**src/rtl/fft_out_formatter_pkg.sv**
```systemverilog
// Shared FFT output-formatting definitions: default widths, buffer entry layout
// and the round/saturate helper used on each stage-result component.
package fft_out_formatter_pkg;

    localparam int unsigned FFT_N          = 16;
    localparam int unsigned FFT_DATA_WIDTH = 16;
    localparam int unsigned FFT_INT_WIDTH  = 32;
    localparam int unsigned FFT_BIN_WIDTH  = $clog2(FFT_N);
    localparam int unsigned SAT_CNT_WIDTH  = 16;

    // One buffered output sample for the default configuration.
    typedef struct packed {
        logic signed [FFT_DATA_WIDTH-1:0] re;
        logic signed [FFT_DATA_WIDTH-1:0] im;
        logic [FFT_BIN_WIDTH-1:0]         bin;
    } fmt_entry_t;

    // Rounded/clamped value (sign-extended to 64 bits) plus clamp flag.
    typedef struct packed {
        logic signed [63:0] val;
        logic               sat;
    } sat_res_t;

    // Round half up by 'shift' bits, then clamp to a signed 'dw'-bit range.
    // Working in 64 bits keeps the rounding adder from wrapping for any
    // input width up to 62 bits.
    function automatic sat_res_t sat_round(input logic signed [63:0] x,
                                           input int unsigned shift,
                                           input int unsigned dw = FFT_DATA_WIDTH);
        sat_res_t           res;
        logic signed [63:0] v;
        logic signed [63:0] hi;
        logic signed [63:0] lo;
        v = x;
        if (shift > 0) begin
            v = (x + (64'sd1 <<< (shift - 1))) >>> shift;
        end
        hi = (64'sd1 <<< (dw - 1)) - 64'sd1;
        lo = -(64'sd1 <<< (dw - 1));
        res.val = v;
        res.sat = 1'b0;
        if (v > hi) begin
            res.val = hi;
            res.sat = 1'b1;
        end else if (v < lo) begin
            res.val = lo;
            res.sat = 1'b1;
        end
        return res;
    endfunction

endpackage

```
**src/rtl/fft_fmt_buf.sv**
```systemverilog
// Circular first-word-fall-through buffer. Pointers carry an extra wrap bit to
// tell full from empty; a read on the same edge as a write into a full buffer
// frees the slot so the write is accepted.
module fft_fmt_buf
    import fft_out_formatter_pkg::*;
#(
    parameter int unsigned DEPTH = 32,
    parameter int unsigned WIDTH = $bits(fmt_entry_t)
) (
    input  logic             clk,
    input  logic             rst_n,
    input  logic             wr_req,
    input  logic [WIDTH-1:0] wr_data,
    input  logic             rd_req,
    output logic [WIDTH-1:0] rd_data,
    output logic             full,
    output logic             empty
);

    localparam int unsigned AW = $clog2(DEPTH);

    logic [AW:0]      wr_ptr_q;
    logic [AW:0]      rd_ptr_q;
    logic [WIDTH-1:0] mem_q [DEPTH];
    logic             rd_fire;
    logic             wr_fire;

    // Occupancy flags and accepted-transfer strobes.
    always_comb begin
        empty   = (wr_ptr_q == rd_ptr_q);
        full    = (wr_ptr_q[AW] != rd_ptr_q[AW]) &&
                  (wr_ptr_q[AW-1:0] == rd_ptr_q[AW-1:0]);
        rd_fire = rd_req && !empty;
        wr_fire = wr_req && (!full || rd_fire);
        rd_data = mem_q[rd_ptr_q[AW-1:0]];
    end

    // Pointer registers; reset flushes the buffer.
    always_ff @(posedge clk or negedge rst_n) begin
        if (!rst_n) begin
            wr_ptr_q <= '0;
            rd_ptr_q <= '0;
        end else begin
            if (wr_fire) begin
                wr_ptr_q <= wr_ptr_q + {{AW{1'b0}}, 1'b1};
            end
            if (rd_fire) begin
                rd_ptr_q <= rd_ptr_q + {{AW{1'b0}}, 1'b1};
            end
        end
    end

    // Storage array; contents are don't-care while empty, so no reset.
    always_ff @(posedge clk) begin
        if (wr_fire) begin
            mem_q[wr_ptr_q[AW-1:0]] <= wr_data;
        end
    end

endmodule

```
**src/rtl/fft_out_formatter.sv**
```systemverilog
// FFT output formatter: rounds and saturates each stage result, tags it with
// its bin index, and buffers it so the consumer can apply backpressure.
// Tracks saturated samples and flags samples dropped on a full buffer.
module fft_out_formatter
    import fft_out_formatter_pkg::*;
#(
    parameter int unsigned N          = FFT_N,
    parameter int unsigned DATA_WIDTH = FFT_DATA_WIDTH,
    parameter int unsigned INT_WIDTH  = FFT_INT_WIDTH,
    parameter int unsigned SHIFT      = 0,
    parameter int unsigned DEPTH      = 32
) (
    input  logic                          clk,
    input  logic                          rst_n,
    input  logic                          in_valid,
    input  logic signed [INT_WIDTH-1:0]   in_real,
    input  logic signed [INT_WIDTH-1:0]   in_imag,
    output logic                          out_valid,
    input  logic                          out_ready,
    output logic signed [DATA_WIDTH-1:0]  out_real,
    output logic signed [DATA_WIDTH-1:0]  out_imag,
    output logic [$clog2(N)-1:0]          out_bin,
    output logic                          out_sop,
    output logic                          out_eop,
    output logic [SAT_CNT_WIDTH-1:0]      sat_cnt,
    output logic                          drop_err,
    input  logic                          clr
);

    localparam int unsigned BW = $clog2(N);

    typedef struct packed {
        logic signed [DATA_WIDTH-1:0] re;
        logic signed [DATA_WIDTH-1:0] im;
        logic [BW-1:0]                bin;
    } entry_t;

    localparam int unsigned EW = $bits(entry_t);

    sat_res_t                 fmt_re;
    sat_res_t                 fmt_im;
    entry_t                   wr_entry;
    entry_t                   head;
    logic [EW-1:0]            rd_bits;
    logic [BW-1:0]            bin_q;
    logic [SAT_CNT_WIDTH-1:0] sat_cnt_q;
    logic                     drop_err_q;
    logic                     sample_sat;
    logic                     drop;
    logic                     full;
    logic                     empty;
    logic                     unused_fmt_hi;

    // Format path: round/saturate both components and tag with the current bin.
    always_comb begin
        fmt_re          = sat_round(64'(in_real), SHIFT, DATA_WIDTH);
        fmt_im          = sat_round(64'(in_imag), SHIFT, DATA_WIDTH);
        wr_entry.re     = fmt_re.val[DATA_WIDTH-1:0];
        wr_entry.im     = fmt_im.val[DATA_WIDTH-1:0];
        wr_entry.bin    = bin_q;
        sample_sat      = in_valid && (fmt_re.sat || fmt_im.sat);
        // Write refused only when full and the head is not leaving this edge.
        drop            = in_valid && full && !(out_ready && !empty);
        unused_fmt_hi   = ^{fmt_re.val[63:DATA_WIDTH], fmt_im.val[63:DATA_WIDTH]};
    end

    // Bin counter advances on every arriving sample, dropped or not.
    always_ff @(posedge clk or negedge rst_n) begin
        if (!rst_n) begin
            bin_q <= '0;
        end else if (in_valid) begin
            bin_q <= bin_q + {{(BW-1){1'b0}}, 1'b1};
        end
    end

    // Saturation counter and sticky drop flag; clr wins over same-cycle events.
    always_ff @(posedge clk or negedge rst_n) begin
        if (!rst_n) begin
            sat_cnt_q  <= '0;
            drop_err_q <= 1'b0;
        end else if (clr) begin
            sat_cnt_q  <= '0;
            drop_err_q <= 1'b0;
        end else begin
            if (sample_sat && (sat_cnt_q != '1)) begin
                sat_cnt_q <= sat_cnt_q + {{(SAT_CNT_WIDTH-1){1'b0}}, 1'b1};
            end
            if (drop) begin
                drop_err_q <= 1'b1;
            end
        end
    end

    fft_fmt_buf #(
        .DEPTH (DEPTH),
        .WIDTH (EW)
    ) u_buf (
        .clk     (clk),
        .rst_n   (rst_n),
        .wr_req  (in_valid),
        .wr_data (wr_entry),
        .rd_req  (out_ready),
        .rd_data (rd_bits),
        .full    (full),
        .empty   (empty)
    );

    // Head presentation; fields read as zero while nothing is buffered.
    always_comb begin
        head      = entry_t'(rd_bits);
        out_valid = !empty;
        out_real  = out_valid ? head.re : '0;
        out_imag  = out_valid ? head.im : '0;
        out_bin   = out_valid ? head.bin : '0;
        out_sop   = out_valid && (head.bin == '0);
        out_eop   = out_valid && (head.bin == BW'(N - 1));
        sat_cnt   = sat_cnt_q;
        drop_err  = drop_err_q;
    end

endmodule

```
**config.mk**
```make
export PLATFORM = sky130hd
export DESIGN_NAME = fft_out_formatter
export DESIGN_NICKNAME = d
export VERILOG_FILES = /design/src/rtl/fft_out_formatter_pkg.sv /design/src/rtl/fft_fmt_buf.sv /design/src/rtl/fft_out_formatter.sv
export SDC_FILE = /design/constraint.sdc
export NUM_CORES = 1
export LEC_CHECK = 0
export ABC_AREA = 0
export CORE_UTILIZATION = 45
export DETAILED_ROUTE_END_ITERATION = 6
export PLACE_DENSITY = 0.64
export SLEW_MARGIN = 0
export SYNTH_ARGS = -nofsm -noshare
export SYNTH_HDL_FRONTEND = slang
export SYNTH_SLANG_ARGS = --single-unit
```
**constraint.sdc**
```tcl
create_clock -name clk -period 7 [get_ports clk]
set_input_delay 1.05 -clock clk [delete_from_list [all_inputs] [get_ports clk]]
set_output_delay 1.05 -clock clk [all_outputs]
set_load 0.03 [all_outputs]
```
==> metrics list, run 1 <==
* End of the worst register-to-register path: u_buf.mem_q[7][28]
- After the first detailed-routing iteration, the DRC count stood at about 2,600.
- Final worst clock skew: roughly 0.05 ns
- In this run, post-CTS repair resized a total of 0 instances.
- The worst setup path is launched from a register.
* Adder-cell area share of the yosys netlist: less than 1%
- At the end of routability-driven placement, the weighted congestion stood at about 0.79.
- Clock Tree Root: sky130_fd_sc_hd__clkbuf_16
* Half-perimeter wire length of the detailed placement result: just over 60,000 microns
- Vias: around 22,000
* Count of final max-slew check failures: 0
- Cell area after layout: 0.05326 sq mm
- The run finished with clean final reports.
- Synthesis produced between 2,000 and 2,500 cells.
- The worst register-to-register path has a setup slack of between 2 and 3 ns.
- In this run the worst path has a maximum fanout of 46.
- Count of buffers from port buffering: about 120
- Number of search-and-repair iterations in the first detailed-routing pass: 7
- Setup crit end kind: output pin
- After Yosys synthesis, and, or, nand and nor cells account for a little over 2% of the synthesized area.
- Clock H-tree levels: 3
* Maximum ir drop on the vdd rail: about 260 uV
* Number of nets still failing antenna checks after routing: 0
- The final layout contains routed wiring with a total length of between 100,000 and 150,000 microns.
- Multiplexer area fraction after synthesis: 17.96%
- Fill cell instance count of the final layout: 7,695
- In this run the cell area of the synthesized design comes to 0.04619 sq mm.
- Once routing completed, OpenROAD measured the worst setup slack at approximately 1.4 ns.
* Clock net sink count: about 1,200
* Worst hold slack after final layout: 0.4948 ns
- Worst reg2reg startpoint: u_buf.rd_ptr_q[0]
* First-pass GRT wire length: ~160,000 microns
- In this run the worst hold path is classified as register to register.
* Required time of the worst setup path: a little under 6 ns
- For this run, the register share of the synthesized area comes to 76.68%.
- The clock reaches the later pin of the worst-skew pair after 0.73 ns.
- Final hold violation count: 0
* Largest net degree at the start of global routing: 77
- Clock Path Buffers: 3
- Once the floorplan was initialized, standard cells occupied 45.40% of the core.
- In the final layout, the share of cells above drive strength 1 is around 27%.
- For the pin with the worst max-slew slack, the measured transition is ~1.3 ns.
* Classification of the worst setup path: register to output pin
- P_leak: about 17 nW
- Power comes to between 20 and 25 mW.
- Worst-case reg-to-reg path depth: 6
- Placeable core region: between 0.1 and 0.15 sq mm
* Worst slack after detailed placement: slightly above 2 ns
* Clock input transition at the sequential cells of the worst setup and hold paths: 0.06 ns
- The smallest clock period supported by the final layout is computed as 5.641 ns.
- The worst hold path terminates at u_buf.rd_ptr_q[5].
- For this run, the top clock speed supported by timing is about 0.18 GHz.
- The total overflow left after global routing is 0.
- The initialized floorplan defines ~120 standard-cell rows.
- After clock tree synthesis, the flow added hold-fix buffers numbering 0.
- Placed cell count: roughly 3,500
- Setup Fix Bufs, Post-CTS: 0
* Max_slew headroom: about a tenth
- Startpoint of the most critical hold path: u_buf.rd_ptr_q[5]
- Number of global-route vias before repair: approximately 23,000
- Summing the areas of all compound-gate instances in the mapped netlist gives 1.558% of the synthesized area.
- Summing the areas of all xor and xnor instances in the mapped netlist gives 0.3603% of the synthesized area.
* Total power per unit cell area: 406.4 mW/mm^2
- The tool flagged a number of max-cap violations equal to 0.
* Ratio of final minimum period to clock period: between 80% and 90%
* Detailed-route DRC error count: 0
* Number of synthesized flops with an enable pin: 1,152
- Die Y-Extent: roughly 320 microns
- Critical path arrival: around 4.6 ns
- Share of the core filled with cells in the final layout: between 50% and 60%
- The number of nets in the synthesized netlist is about 2,100.
- Fraction of registers with async set or reset after synthesis: under 10%
- Clock tree from TritonCTS: done
* Post-synth cell types: a little over 60
* Total placed instance area: a little under 0.05 sq mm
- Global routing used between 20% and 30% of the available tracks.
- In this run, CTS created clock tree buffers numbering 113.
* Synthesis-to-finish area growth: 15.32%
- Final Non-Filler Cells: approximately 3,700
* Average size of a mapped cell: approximately 23 sq um
* Final net count: 2,287
- For this run, the number of Yosys warnings is 0.
* Final setup violation count: 0
- Area occupied by multi-input gates: 0.01051 sq mm
* Die width: around 320 microns
- Average detailed-routed wire length per instance: around 31 microns
* Vias per cell: roughly 6.1
- Ys flop type: sky130_fd_sc_hd__edfxtp_1
* Number of antenna violations at the first check in global routing: 0
* Ports placed on the boundary: approximately 130
- Combinational family with the most area after synthesis: multiplexers
* Ant. Diodes: 0
- Register bit count reported by yosys: around 1,200
- Unrepaired setup endpoints after global routing: no
- Worst Hold Path Cells: 1
* Sum of negative setup slack: 0 ns
- The die covers between 0.1 and 0.15 sq mm.
- Sequential cell area in the final layout: between 0.03 and 0.04 sq mm
-- sequential cells by signal, summed over array words and instances (netlist names) --
name,cells
u_buf.mem_q,1152
sat_cnt,16
u_buf.rd_ptr_q,6
u_buf.wr_ptr_q,6
bin_q,4
drop_err,1
-- placed cells by master (no fill, tap or decap), drive strengths merged, types with 3 or more instances in the layout --
master,instances
a2111oi,3
a211oi,3
a21oi,16
a2bb2oi,3
a41oi,3
and2,8
and3,3
and4,4
buf,71
bufinv,12
clkbuf,132
clkdlybuf4s50,124
clkinv,59
clkinvlp,4
dfrtp,33
edfxtp,1152
ha,7
inv,10
mux2,7
mux2i,58
mux4,339
nand2,18
nand3,11
nand3b,4
nand4,19
nor2,78
nor2b,6
nor3,5
nor4,10
o21a,30
o21ai,6
o221ai,4
o31ai,9
o41ai,3
or3,4
or4,8
xnor2,15
xor2,4
-- where the power goes --
group | switching [mW] | leakage, nW | total, mW | internal, mW
logic | 3.47 | 4.04 | 6.54 | 3.08
clock network | 2.68 | 1.81 | 6.10 | 3.43
registers | 0.566 | 10.9 | 9.00 | 8.43
total | 6.71 | 16.7 | 21.6 | 14.9
-- worst max-delay path: stages (launching register included) --
cell                              delay, ns
sky130_fd_sc_hd__dfrtp_4               1.01
sky130_fd_sc_hd__buf_4                 0.85
sky130_fd_sc_hd__mux4_2                0.42
sky130_fd_sc_hd__a22oi_1               0.21
sky130_fd_sc_hd__a41oi_1               0.23
sky130_fd_sc_hd__nor4b_2               0.41
sky130_fd_sc_hd__clkdlybuf4s50_1       0.75
-- metal layers --
metal | vias to the layer above | wire [microns] | global-route usage [%]
met5 | - | 0 | 0
met2 | 1007 | 56870 | 36.44
met3 | 183 | 8727 | 4.006
met1 | 12044 | 45670 | 30.49
li1 | 9009 | - | -
met4 | 0 | 3284 | 7.503
-- kinds of logic after synthesis --
logic type,count (synthesis)
AOI/OAI and AO/OA,93
xor gates and xnor gates,19
adders and majority gates,7
buffers and inverters,115
DFF,1185
muxes,404
and+or+nand+nor,186
-- synthesized netlist by cell type (all sizes together), types with 15 or more instances --
cell / n / area, sq um
edfxtp: 1152 / 34590
a21oi: 16 / 80.08
buf: 64 / 354.1
xnor2: 15 / 131.4
dfrtp: 33 / 825.8
clkbuf: 44 / 165.2
o21a: 30 / 225.2
mux4: 339 / 7635
nand4: 19 / 118.9
mux2i: 58 / 580.6
nand2: 18 / 67.56
nor2: 78 / 292.8
-- how the worst max path moves through the flow --
| stage | startpoint | to | slack, ns | cells past startpoint |
|---|---|---|---|---|
| after global placement | u_buf.rd_ptr_q[0] | out_sop | 2.06 | 6 |
| final | u_buf.rd_ptr_q[2] | out_sop | 1.36 | 6 |
| after CTS | u_buf.rd_ptr_q[1] | out_sop | 1.33 | 7 |
| after global routing | u_buf.rd_ptr_q[0] | out_sop | 1.25 | 8 |
| after detailed placement | u_buf.rd_ptr_q[0] | out_sop | 2.08 | 6 |
| after floorplan | in_valid | u_buf.mem_q[31][0] | 3.18 | 5 |
-- area by class of cell --
class | count | area share [%]
Sequential cell | 1185 | 66.53
Multi-Input combinational cell | 709 | 19.74
Clock buffer | 132 | 5.443
Timing Repair Buffer | 195 | 3.495
Tap cell | 1368 | 3.214
Clock inverter | 78 | 1.529
Inverter | 7 | 0.04933
Note: power is estimated with default switching activity, not from simulation.
==> inputs of run 2 (changes only) <==
PLACE_DENSITY = 0.67   (was 0.64)
clock period = 5.05 ns   (was 7 ns; I/O delays follow)
==> run 2 against run 1 <==
Clock skew fell by 0.020 ns. Clock-buffer cell count rose by 4. Cell area rose by 1.1%. Final cell count rose by 0.49%. Sequential power rose by 37%. Power rose by 40%. Critical path depth rose by 1. Critical path type unchanged. Non-clock buffer count rose by 17. Sequential share of layout area fell by 0.73 points.
==> metrics list, run 2 (synthesized netlist as in run 1, its figures left out) <==
* Clock tree from TritonCTS: done
* Die width: 322.4 microns (unchanged)
* Setup Fix Bufs, Post-CTS: 0 (unchanged)
- The DRC violations left came to 0 (unchanged).
- Ports placed on the boundary: 125 (unchanged)
- Total GRT Usage: 21.49% (-0.84 points)
* Setup crit end kind: output pin
- The routed via count is 22,121 (-0.55%).
* Clock input transition at the sequential cells of the worst setup and hold paths: 0.06 ns (about the same)
- Count of buffers from port buffering: 124 (unchanged)
- The buffer levels on the longest clock path is 3 (unchanged).
* Largest net degree at the start of global routing: 67 (-13%)
- The initial core utilization came to 45.40% (unchanged).
* Total placed instance area: 0.04998 sq mm (+0.87%)
- The core box area was 0.1017 sq mm (unchanged).
- The routed wirelength normalized by instance count came to 29.89 microns (-4.1%).
- The largest individual stage delay along the critical path comes from the cell sky130_fd_sc_hd__clkdlybuf4s50_1.
- The total wire length after detailed routing is 110,400 microns (-3.7%).
* Number of global-route vias before repair: 22,904 (+0.39%)
- The slew of the pin with the lowest slew margin came to 1.103 ns (-0.2337 ns).
- The clock network fraction of design power came to 28.8% (+0.6 points).
- The overflow left after global routing is 0 (unchanged).
- Gates resized, CTS repair: 0 (unchanged)
- Unrepaired setup endpoints after global routing: no
* P_leak: 16.95 nW (+1.4%)
- Fill cell instance count of the final layout: 7,596 (-1.3%)
* Clock H-tree levels: 3 (unchanged)
- The largest driver fanout on the critical path was 29 (-37%).
- The standard-cell row count is 117 (unchanged).
- CTS Hold Buffers Added: 0 (unchanged)
- Maximum ir drop on the vdd rail: 324.8 uV (+26%)
- The worst path uses between 90% and 100% of the clock period.
* Largest register FFs: 1,152 (unchanged)
- The count of endpoints failing setup in the final report is 0 (unchanged).
- Final worst clock skew: 0.02922 ns (-0.02011 ns)
* Ant. Diodes: 0 (unchanged)
- Cell internal power dissipation: 21.23 mW (+42%)
* Delay of the slowest cell on the worst path: 0.74 ns (-0.27 ns)
- Critical path arrival: 4.12 ns (-0.47 ns)
- The top cell types in the final layout, fill and taps aside, are sky130_fd_sc_hd__edfxtp_1 (1,152), sky130_fd_sc_hd__mux4_2 (339), sky130_fd_sc_hd__clkdlybuf4s50_1 (124).
- Final hold violation count: 0 (unchanged)
* Clock Tree Root: sky130_fd_sc_hd__clkbuf_16
* Gpl congestion: 0.7850 (-0.34%)
- The switching share of total power is 30.08% (-0.90 points).
* Max Cap Viol: 0 (unchanged)
* Required time of the worst setup path: 4.29 ns (-1.66 ns)
- The number of slew-limit violations in the final report came to 0 (unchanged).
* Classification of the worst setup path: register to output pin
- The die boundary height was 322.4 microns (unchanged).
* Number of antenna violations at the first check in global routing: 1 (+1)
* Max_slew headroom: 26.45% (+16 points)
- Clock net sink count: 1,185 (unchanged)
- The area growth from synthesis to layout is 16.60%.
* Final critical-path required period: 4.880 ns
- Critical Path Start Type: register
* Classification of the worst-slack hold path: input pin to async pin
- Number of nets still failing antenna checks after routing: 0 (unchanged)
- Maximum clock frequency: 0.2049 GHz
* Inserted Clock Buffers: 112 (-0.88%)
- Die Area: 0.1039 sq mm (unchanged)
* First-pass GRT wire length: 158,900 microns (-2.5%)
- Part of the total power dissipated in sequential elements: 40.5% (-1.1 points)
- Total power per unit cell area: 563.7 mW/mm^2 (+39%)
- The ratio of routed vias to standard cells was 5.992 (-1.0%).
- The combinational group share of total power is 30.7% (+0.5 points).
- The fraction of final layout cells sized beyond drive strength 1 is 27.93% (+0.87 points).
- The number of nets in the finished design is 2,303 (+0.70%).
- The half-perimeter wire length of the detailed placement result was 60,210 microns (-2.8%).
- The power dissipated by switching net loads is 9.132 mW (+36%).
* Worst-skew pair later-pin latency: 0.69 ns (-0.04 ns)
- Initial drt markers: 2,609 (+2.3%)
- Cell breakdown of the critical path: buf_12, mux4_2, a2bb2oi_1, a211oi_1, o21ai_1, nor4b_2, clkdlybuf4s50_1
- The library cell used most frequently in the layout, excluding fill and tap cells, is sky130_fd_sc_hd__edfxtp_1.
* Cell area after layout: 0.05386 sq mm (+1.1%)
- The final total negative setup slack came to 0 ns (unchanged).
* Number of search-and-repair iterations in the first detailed-routing pass: 5 (-2)
* Result of the run: finished, final reports clean
run 2: cell count changes in the layout (fill, tap and decap cells not counted), sizes merged:
cell and delta:
clkinvlp +2, clkbuf +4, buf +17, clkinv -15, inv +4, bufinv +6
run 2: power groups by stage:
stage	clock network, mW	registers [mW]	logic (mW)
after global routing	9.22	12.4	9.84
after detailed placement	0	12.5	9.46
after floorplan	0	12.1	6.54
after CTS	8.86	12.3	9.48
final	8.75	12.3	9.31
after global placement	0	12.5	9.40
run 2: path summary, 6_finish.rpt:
path,from,end,slack (ns),cells after the start
min,rst_n,u_buf.wr_ptr_q[2],0.49,2
max in group asynchronous,rst_n,u_buf.rd_ptr_q[2],4.20,2
min reg2reg,u_buf.wr_ptr_q[5],u_buf.wr_ptr_q[5],0.50,1
min in group clk,u_buf.wr_ptr_q[5],u_buf.wr_ptr_q[5],0.50,1
max reg2reg,u_buf.rd_ptr_q[1],u_buf.mem_q[17][31],1.34,6
max,u_buf.rd_ptr_q[0],out_sop,0.17,7
run 2: metrics by stage:
stage | util [%] | setup slack [ns] | hold slack [ns] | std cells | power, mW
finish | 52.93 | 0.1699 | 0.4858 | 3692 | 30.36
global route | 52.93 | 0.02781 | 0.5118 | 3692 | 31.44
CTS | 52.92 | 0.08072 | 0.4627 | 3691 | 30.65
detailed placement | 49.13 | 0.8220 | 0.4827 | 3480 | 21.97
global placement | 49.13 | 0.7211 | 0.4819 | 3480 | 21.86
floorplan | - | 1.523 | 0.4607 | 2009 | 18.63
run 2: cell type report:
cell class                 count  area, sq um  share of cell area, %
multi-input combinational    709        10510                  19.52
clock buffer                 136         2974                  5.522
tap                         1368         1712                  3.178
sequential                  1185        35440                  65.80
timing repair buffer         212         2313                  4.296
clock inverter                75        879.6                  1.633
inverter                       7        26.28                0.04879
run 2: critical path: cells and delay by family (launching register included):
family / cells / cell delay (ns)
buffers and inverters: 2 / 1.04
flip-flops: 1 / 0.62
AND/OR/NAND/NOR: 1 / 0.38
AO/OA/AOI/OAI: 3 / 0.81
multiplexers: 1 / 0.55
run 2: metal layers:
| metal | up-vias | wire (microns) | GRT usage, % |
|---|---|---|---|
| met1 | 11997 | 43660 | 28.74 |
| li1 | 9044 | - | - |
| met4 | 0 | 2157 | 5.693 |
| met2 | 948 | 55960 | 36.39 |
| met5 | - | 0 | 0 |
| met3 | 132 | 8583 | 3.905 |
==> inputs of run 3 (changes only) <==
CORE_MARGIN = 4   (was unset)
RECOVER_POWER = 25   (was unset)
==> run 3 against run 2 <==
The run now ends with capacitance limit, slew limit left. Core utilization fell by 0.35 points. Global-route usage fell by 0.76 points. Largest cell class unchanged. Via count rose by 0.77%. Clock power fell by 3.5%. Power fell by 0.65%.
==> metrics list, run 3 (synthesized netlist as in run 1, its figures left out) <==
- Initial drt markers: 2,555 (-2.1%)
* Count of buffers from port buffering: 124 (unchanged)
* End of the worst register-to-register path: u_buf.mem_q[27][28]
* Share of the core filled with cells in the final layout: 52.58% (-0.35 points)
* Cell area after layout: 0.05358 sq mm (-0.52%)
* Clock input transition at the sequential cells of the worst setup and hold paths: 0.06 ns (about the same)
- Average detailed-routed wire length per instance: 30.37 microns (+1.6%)
- Compared with the post-synthesis result, the final layout area differs by 16.00%.
- Detailed-route DRC error count: 0 (unchanged)
- The number of non-filler instances in the completed layout is 3,688 (-0.11%).
- The global placement routability congestion came to 0.7784 (-0.84%).
- The logic depth of the worst setup path including buffers was 6 (-1).
- The number of slew-limit violations in the final report was 85 (+85).
- Die width: 328.4 microns (+1.9%)
- Violations in the final reports: capacitance limit, slew limit
- Largest net degree at the start of global routing: 78 (+16%)
- Initial cell density of the core: 45.33% (-0.065 points)
- The root buffer cell chosen for the clock tree is sky130_fd_sc_hd__clkbuf_16.
* Classification of the worst setup path: register to output pin
- The signal on the critical path passes through buf_4, mux4_2, a22oi_1, a41oi_1, nor4b_2, clkdlybuf4s50_1.
- The path class of the tightest hold or removal check is register to register.
* Remaining global-route overflow: 0 (unchanged)
* Total placed instance area: 0.04990 sq mm (-0.16%)
- Clock net sink count: 1,185 (unchanged)
* Vias per cell: 6.044 (+0.88%)
- The flow ran to the end, but the final reports show violations.
* Worst-skew pair later-pin latency: 0.69 ns (about the same)
* Ant. Diodes: 0 (unchanged)
- Number of antenna violations at the first check in global routing: 0 (-1)
- The count of endpoints failing setup in the final report is 0 (unchanged).
* Sum of negative setup slack: 0 ns (unchanged)
- The number of flip-flops under the largest register name is 1,152 (unchanged).
- Worst-case reg-to-reg path depth: 7 (+1)
- The standard-cell row count is 117 (unchanged).
- Final worst clock skew: 0.02611 ns (-0.003110 ns)
- Final critical-path required period: 4.774 ns (-0.1063 ns)
- The total of fill cells in the finished design came to 7,731 (+1.8%).
* Placed cell count: 3,481 (+0.029%)
- The setup slack at placement was 0.7824 ns (-0.03961 ns).
- CTS Hold Buffers Added: 0 (unchanged)
- Final net count: 2,303 (unchanged)
* WP buf/inv: 2 (unchanged)
- Clock Path Buffers: 3 (unchanged)
* Unrepaired setup endpoints after global routing: no
- Tracing the worst setup path back leads to its startpoint at u_buf.rd_ptr_q[2].
- Leaving out fill and tap cells, the most frequent cell in the layout is sky130_fd_sc_hd__edfxtp_1.
- Maximum clock frequency: 0.2095 GHz (+2.2%)
- The total of max-cap violations was 4 (+4).
* Cell with the largest stage delay on the worst path: sky130_fd_sc_hd__dfrtp_4
- The antenna violation net count after detailed routing came to 0 (unchanged).
- The total power of the final layout is 30.16 mW (-0.65%).
* Half-perimeter wire length of the detailed placement result: 59,010 microns (-2.0%)
- Die Y-Extent: 328.4 microns (+1.9%)
* Ports placed on the boundary: 125 (unchanged)
- Delay of the slowest cell on the worst path: 0.75 ns (about the same)
* Required time of the worst setup path: 4.29 ns (about the same)
* Critical Path Start Type: register
- The first-pass iteration count of the detailed router came to 5 (unchanged).
- Among cell families on the critical path, the largest total delay comes from buffers and inverters.
* Total power per unit cell area: 563.0 mW/mm^2 (-0.14%)
* Total detailed-routing wirelength: 112,000 microns (+1.5%)
- The H-tree level count is 3 (unchanged).
* Most frequent cells in the layout: sky130_fd_sc_hd__edfxtp_1 (1,152), sky130_fd_sc_hd__mux4_2 (339), sky130_fd_sc_hd__clkbuf_16 (113)
- In this run the worst setup path terminates at out_sop.
* Clock tree from TritonCTS: done
- The first-pass GRT wire length was 161,200 microns (+1.4%).
- The routed via count came to 22,291 (+0.77%).
- The startpoint identified for the worst register-to-register timing path is u_buf.rd_ptr_q[3].
- The worst setup slack for register-to-register paths came to 1.20 ns (-0.14 ns).
- The total clock buffers created by CTS is 111 (-0.89%).
* Max_slew headroom: -65.59% (-92 points)
- The fraction of final layout cells sized beyond drive strength 1 is 27.59% (-0.34 points).
* Maximum ir drop on the vdd rail: 433.7 uV (+33%)
* Placeable core region: 0.1019 sq mm (+0.14%)
- The number of global-route vias before repair was 22,717 (-0.82%).
- The count of endpoints failing hold in the final timing report was 0 (unchanged).
- Setup crit end kind: output pin
- The total routing usage reported by global routing was 20.73% (-0.76 points).
- Worst hold slack after final layout: 0.4875 ns (+0.001664 ns)
- The slew of the pin with the lowest slew margin is 2.452 ns (+1.348 ns).
- The data arrival time of the worst path is 4.02 ns (-0.10 ns).
* Largest driver fanout on the critical path: 26 (-10%)
- The post-route clock period utilization is 94.53% (-2.1 points).
- P_leak: 16.91 nW (-0.27%)
* Final worst-path setup slack: 0.2761 ns (+0.1063 ns)
- Die Area: 0.1078 sq mm (+3.8%)
-- run 3: cell count changes in the layout (fill, tap and decap cells not counted), sizes merged --
cell,change
clkinv,+3
clkdlybuf4s50,-22
clkinvlp,-6
bufinv,-4
buf,-6
inv,-3
clkbuf,+12
dlygate4sd3,+22
-- run 3: worst min-delay path by stage --
stage                       from                 to  slack [ns]  depth (start not counted)
6_report       u_buf.rd_ptr_q[5]  u_buf.rd_ptr_q[5]        0.49                          1
3_3_place_gp   u_buf.rd_ptr_q[5]  u_buf.rd_ptr_q[5]        0.48                          1
3_5_place_dp   u_buf.rd_ptr_q[5]  u_buf.rd_ptr_q[5]        0.48                          1
4_1_cts                    rst_n  u_buf.wr_ptr_q[2]        0.46                          2
5_1_grt        u_buf.wr_ptr_q[5]  u_buf.wr_ptr_q[5]        0.52                          1
2_1_floorplan              rst_n           bin_q[0]        0.46                          0
-- run 3: what timing repair did --
item	in CTS	in global routing
setup buffers	0	1
endpoints found under the setup margin	0	2
resized for setup	0	0
-- run 3: power breakdown --
part	switching, mW	internal (mW)
clock	3.55	4.90
combinational	4.98	4.41
sequential	0.646	11.7
total	9.17	21.0
-- run 3: cell type report --
cell class | count | area, sq um | share of cell area, %
well taps | 1368 | 1712 | 3.195
repair buffers | 213 | 2212 | 4.129
flip-flops and latches | 1185 | 35440 | 66.14
inverters | 7 | 26.28 | 0.04904
multi-input cells | 709 | 10480 | 19.57
clock inverters | 65 | 721.9 | 1.348
clock buffers | 141 | 2983 | 5.567
-- run 3: worst reg2reg max path, stage by stage, from the launching register on --
cell and delay, ns:
sky130_fd_sc_hd__dfrtp_4 0.70, sky130_fd_sc_hd__buf_12 0.47, sky130_fd_sc_hd__xnor2_1 0.14, sky130_fd_sc_hd__nand2_1 0.17
sky130_fd_sc_hd__o31a_1 0.38, sky130_fd_sc_hd__nand2_1 0.57, sky130_fd_sc_hd__nor2_4 0.70, sky130_fd_sc_hd__buf_12 0.34
-- run 3: layer usage --
layer  global-route usage [%]  vias to the layer above  routed length [microns]
li1                         -                     9024                        -
met4                    5.087                        0                     2599
met3                    3.164                      156                     7638
met5                        0                        -                        0
met2                    35.02                      939                    57080
met1                    28.69                    12172                    44690
